--- src/rtl/seg7_scan_ctrl.sv ---
// Scan controller for an 8-digit common-anode 7-segment display, with double-buffered LOAD that commits on frame boundaries.
// Optional build macro SEG7_LEADING_ZERO_BLANK_EN blanks leading zero digits (digit 0 is always shown).
module seg7_scan_ctrl #(
  parameter int unsigned TICK_DIV  = 100000,
  parameter int unsigned BLANK_CYC = 4
) (
  input  logic        clk_i,
  input  logic        rst_i,
  input  logic [31:0] data_i,
  input  logic [7:0]  dp_in_i,
  input  logic [7:0]  dig_en_i,
  input  logic        load_i,
  output logic        pending_o,
  output logic        frame_o,
  output logic        ca_o,
  output logic        cb_o,
  output logic        cc_o,
  output logic        cd_o,
  output logic        ce_o,
  output logic        cf_o,
  output logic        cg_o,
  output logic        dp_o,
  output logic        an0_o,
  output logic        an1_o,
  output logic        an2_o,
  output logic        an3_o,
  output logic        an4_o,
  output logic        an5_o,
  output logic        an6_o,
  output logic        an7_o
);

  localparam int unsigned CW = (TICK_DIV > 2) ? $clog2(TICK_DIV) : 1;
  localparam logic [CW-1:0] TICK_MAX  = CW'(TICK_DIV - 1);
  localparam logic [CW-1:0] BLANK_LIM = CW'(BLANK_CYC);

  logic [CW-1:0] tick_cnt_q, tick_cnt_d;
  logic [2:0]    idx_q, idx_d;
  logic          tick, boundary;

  logic [31:0]   data_sh_q, data_act_q;
  logic [7:0]    dp_sh_q, dp_act_q;
  logic [7:0]    en_sh_q, en_act_q;
  logic          pending_q, pending_d;
  logic          frame_q;

  logic [7:0]    show_en;
  logic [3:0]    nib;
  logic [7:0]    an_q, an_d;
  logic [6:0]    seg_q, seg_d;
  logic          dp_q, dp_d;

  // Segment pattern {g,f,e,d,c,b,a}, active-low
  function automatic logic [6:0] hex7(input logic [3:0] n);
    logic [6:0] s;
    case (n)
      4'h0: s = 7'b1000000;
      4'h1: s = 7'b1111001;
      4'h2: s = 7'b0100100;
      4'h3: s = 7'b0110000;
      4'h4: s = 7'b0011001;
      4'h5: s = 7'b0010010;
      4'h6: s = 7'b0000010;
      4'h7: s = 7'b1111000;
      4'h8: s = 7'b0000000;
      4'h9: s = 7'b0010000;
      4'hA: s = 7'b0001000;
      4'hB: s = 7'b0000011;
      4'hC: s = 7'b1000110;
      4'hD: s = 7'b0100001;
      4'hE: s = 7'b0000110;
      default: s = 7'b0001110;
    endcase
    return s;
  endfunction

  assign tick     = (tick_cnt_q == TICK_MAX);
  assign boundary = tick && (idx_q == 3'd7);

  always_comb begin
    tick_cnt_d = tick ? '0 : tick_cnt_q + CW'(1);
    idx_d      = tick ? idx_q + 3'd1 : idx_q;
    pending_d  = pending_q;
    if (boundary) pending_d = 1'b0;
    // A LOAD coinciding with a commit leaves the new values waiting for the next frame
    if (load_i) pending_d = 1'b1;
  end

`ifdef SEG7_LEADING_ZERO_BLANK_EN
  logic [7:0] nz_above;
  always_comb begin
    nz_above    = '0;
    nz_above[7] = |data_act_q[31:28];
    for (int k = 6; k >= 0; k--) begin
      nz_above[k] = nz_above[k+1] | (|data_act_q[4*k +: 4]);
    end
    show_en = en_act_q & {nz_above[7:1], 1'b1};
  end
`else
  assign show_en = en_act_q;
`endif

  assign nib = data_act_q[{idx_q, 2'b00} +: 4];

  always_comb begin
    an_d  = '1;
    seg_d = '1;
    dp_d  = 1'b1;
    if ((tick_cnt_q >= BLANK_LIM) && show_en[idx_q]) begin
      an_d[idx_q] = 1'b0;
      seg_d       = hex7(nib);
      dp_d        = ~dp_act_q[idx_q];
    end
  end

  always_ff @(posedge clk_i) begin
    if (rst_i) begin
      tick_cnt_q <= '0;
      idx_q      <= '0;
      data_sh_q  <= '0;
      dp_sh_q    <= '0;
      en_sh_q    <= '0;
      data_act_q <= '0;
      dp_act_q   <= '0;
      en_act_q   <= '0;
      pending_q  <= 1'b0;
      frame_q    <= 1'b0;
      an_q       <= '1;
      seg_q      <= '1;
      dp_q       <= 1'b1;
    end else begin
      tick_cnt_q <= tick_cnt_d;
      idx_q      <= idx_d;
      pending_q  <= pending_d;
      frame_q    <= boundary;
      an_q       <= an_d;
      seg_q      <= seg_d;
      dp_q       <= dp_d;
      if (boundary && pending_q) begin
        data_act_q <= data_sh_q;
        dp_act_q   <= dp_sh_q;
        en_act_q   <= en_sh_q;
      end
      if (load_i) begin
        data_sh_q <= data_i;
        dp_sh_q   <= dp_in_i;
        en_sh_q   <= dig_en_i;
      end
    end
  end

  assign pending_o = pending_q;
  assign frame_o   = frame_q;
  assign {cg_o, cf_o, ce_o, cd_o, cc_o, cb_o, ca_o} = seg_q;
  assign dp_o      = dp_q;
  assign {an7_o, an6_o, an5_o, an4_o, an3_o, an2_o, an1_o, an0_o} = an_q;

endmodule

--- config.mk ---
export PLATFORM = sky130hd
export DESIGN_NAME = seg7_scan_ctrl
export DESIGN_NICKNAME = d
export VERILOG_FILES = /design/src/rtl/seg7_scan_ctrl.sv
export SDC_FILE = /design/constraint.sdc
export NUM_CORES = 1
export LEC_CHECK = 0
export CORE_MARGIN = 10
export CORE_UTILIZATION = 47
export DETAILED_ROUTE_END_ITERATION = 12
export DONT_BUFFER_PORTS = 1
export RECOVER_POWER = 100
export SETUP_SLACK_MARGIN = 0.3
export SYNTH_ARGS = -nofsm -noshare
export SYNTH_HDL_FRONTEND = slang
export SYNTH_SLANG_ARGS = --single-unit
--- constraint.sdc ---
create_clock -name clk_i -period 2.85 [get_ports clk_i]
set_clock_uncertainty 0.1 [all_clocks]
set_input_delay 0.4275 -clock clk_i [delete_from_list [all_inputs] [get_ports clk_i]]
set_output_delay 0.4275 -clock clk_i [all_outputs]
set_load 0.05 [all_outputs]
==> out/metrics.cfg, run 1 <==
[global_route]
grt_usage_pct = 15.1
grt_max_degree = 90
grt_first_pass_wirelength_um = 19600
antenna_found_initial = 0
grt_pass1_vias = 3767
grt_overflow = 0

[critical_path]
arrival_ns = 2.66
crit_start = idx_q[0]
timing.rr.end = seg_q[3]
start_kind = flip-flop
crit_required_ns = 3.03
crit_type = flip-flop to flip-flop
r2r_start = idx_q[0]
crit_path_end_kind = flip-flop
reg2reg_slack_ns = 0.37
rr_worst_depth = 8
worstPathMaxFanout = 17

[die]
dieArea_sq_mm = 0.0165
coreArea_sq_mm = 0.0115
die-width_um = 128
rows = 39
ios = 69
start_util_pct = 48.1
fp.dieH_um = 128

[sta]
slew_viol_final = 0
max_slew_margin_pct = 55.7
worst_pin_slew_ns = 0.664
grt_setup_unrepaired = no
tns_ns = 0
finalSetupViolCount = 0
fmax_mhz = 404
min_period_over_period_pct = 86.9
min_period_ns = 2.48
hold_viol_final = 0

[placement]
dp.cells = 700
dp_hpwl_um = 8150
placed_area_sq_mm = 0.00558
gp_congestion = 0.813
io_buffers = 0

[hold_path]
hp-class = primary input to flip-flop
min_delay_path_depth = 2
worstHoldStart = data_i[4]
hold_end = data_sh_q[4]

[yosys]
synth_area_per_cell_sq_um = 9.41
synth_edf_count = 0
syn_area_sq_mm = 0.00551
synth_top_area_share_pct = 48.6
synth-seq-area-share_pct = 48.6
ys_ff_latch = 134
synthTopCellsByArea = dfxtp_1 (49%), mux2i_1 (9.6%), nand2_1 (6.3%)
synth_cell_types = 44
yosys_warnings = 0
synth_top_area_cell = dfxtp_1
syn_nets = 647
syn_inst = 586
synth_ff_type = dfxtp_1
async_flop_share_pct = 0

[final_layout]
register_area_sq_mm = 0.00269
multi_input_area_sq_mm = 0.00255
drive_gt1_share_pct = 14.2
final_nets = 649
instances_no_fill = 743
stdcell_area_sq_mm = 0.00632
diodes = 0
syn_to_final_growth_pct = 14.7
fillers = 1063

[clock_tree]
postCtsSetupBuffers = 0
ctsHtreeMaxLevel = 4
clockRootBuffer = clkbuf_16
clk_pin_slew_ns = 0.06
cts_buffers = 17
cts_tree = yes
clk_path_buf_depth = 2
clock-sinks = 134
clock_latency_ns = 0.42

[routing]
via_per_inst = 5.27
drtPass1Iterations = 5
routed_wl_um = 12100
drcViolationCount = 0
ant_nets = 0
route.detailed.wl_per_inst_um = 16.2
drtIter0Drc = 247
via_count = 3916

[status]
status = complete, no violations

[power]
cellPowerDensity_mw_per_mm2 = 710
leakagePower_nw = 2.41
peakVddDrop_uv = 549

[run]
drv_cap = 0

## synthesized netlist by cell type (all sizes together) (4+ instances only)
cell,n
nor3,4
ha,10
mux2,6
nand2b,4
nand3,18
xnor2,5
a21oi,54
mux4,6
nor2b,4
clkbuf,17
nand3b,5
inv,8
o211ai,7
nand2,113
xor2,11
nor4,6
nor2,73
mux2i,53
nand4,5
buf,22
dfxtp,134
## registers in the layout (all words and copies together) (netlist names), 3 cells and up
signal	count
en_act_q	8
an_q	8
tick_cnt_q	17
idx_q	3
en_sh_q	8
dp_sh_q	8
data_act_q	32
dp_act_q	8
seg_q	7
data_sh_q	32
## metrics by stage
step	total power, mW	hold slack [ns]	util [%]	setup slack, ns
6_report	4.49	0.0568	55.1	0.373
5_1_grt	4.64	0.0511	55.1	0.164
4_1_cts	4.53	0.0425	55.7	0.368
3_5_place_dp	2.08	0.343	48.7	0.390
3_3_place_gp	2.07	0.334	48.7	0.438
2_1_floorplan	2.09	0.327	-	0.331
## how the worst max path moves through the flow
stage / slack (ns) / end
floorplan: 0.33 / seg_q[5]
global placement: 0.44 / an_q[5]
detailed placement: 0.39 / seg_q[3]
CTS: 0.37 / seg_q[3]
global route: 0.16 / seg_q[3]
finish: 0.37 / seg_q[3]
## routing by layer
layer / GRT usage (%) / wire length [um] / up-vias
met5: 0 / 0 / -
met4: 5.96 / 160 / 0
met3: 5.62 / 686 / 14
met2: 22.8 / 5830 / 73
met1: 19.0 / 5390 / 1845
li1: - / - / 1984
## power breakdown
| part | internal (mW) | leakage, nW | switching [mW] |
|---|---|---|---|
| clock | 1.62 | 0.322 | 0.802 |
| combinational | 0.0605 | 0.999 | 0.0575 |
| sequential | 1.92 | 1.09 | 0.0313 |
## worst max-delay path: stages (launching register included)
cell and delay [ns]:
dfxtp_2 0.41, clkbuf_2 0.37, nor2b_1 0.32, a22oi_1 0.14, nand3_1 0.24, inv_1 0.14, ha_1 0.27, o211ai_1 0.23
o211ai_1 0.12
## cell usage in the layout, fill, tap and decap left out, types with 2 or more instances in the layout
master / count
a21bo_2: 2
a21oi_1: 44
a21oi_2: 10
and3_1: 2
buf_4: 7
bufinv_16: 5
clkbuf_16: 17
clkbuf_8: 3
clkinv_4: 4
dfxtp_1: 132
dfxtp_2: 2
dlygate4sd3_1: 11
ha_1: 10
inv_1: 8
mux2_2: 6
mux2i_1: 52
mux4_2: 6
nand2_1: 101
nand2_2: 12
nand2b_1: 4
nand3_1: 18
nand3b_1: 5
nand4_1: 5
nor2_1: 73
nor2b_1: 4
nor3_1: 3
nor4_1: 5
o211ai_1: 7
o21ai_0: 2
o221ai_1: 2
xnor2_1: 5
xor2_1: 11
## final cells by class
cell class / instances / area share [%]
multi-input combinational: 405 / 40.3
clock buffer: 20 / 7.38
inverter: 8 / 0.475
tap: 143 / 2.83
clock inverter: 11 / 3.13
sequential: 134 / 42.5
timing repair buffer: 22 / 3.46
## repair_timing
action | 4_1_cts | 5_1_grt
endpoints found under the setup margin | 0 | 25
gates resized for setup | 0 | 3
hold buffers | 12 | 0
hold endpoints to repair | 99 | 0
## logic make-up after synthesis
logic type / share of synthesized area [%]
flip-flops: 48.6
AND/OR/NAND/NOR: 19.7
AO/OA/AOI/OAI: 9.30
XOR/XNOR: 2.54
multiplexers: 13.3
buffers and inverters: 4.22
adder cells (fa/ha/maj): 2.27
No activity file was read; power rests on OpenSTA's default activity.
==> inputs of run 2 (changes only) <==
--- a/config.mk
+++ b/config.mk
@@ -11,6 +11,7 @@
 export DONT_BUFFER_PORTS = 1
 export RECOVER_POWER = 100
 export SETUP_SLACK_MARGIN = 0.3
+export SLEW_MARGIN = 20
 export SYNTH_ARGS = -nofsm -noshare
 export SYNTH_HDL_FRONTEND = slang
 export SYNTH_SLANG_ARGS = --single-unit
==> results of run 2 <==
Same layout as run 1: the final DEF is identical, and so are final timing and power.
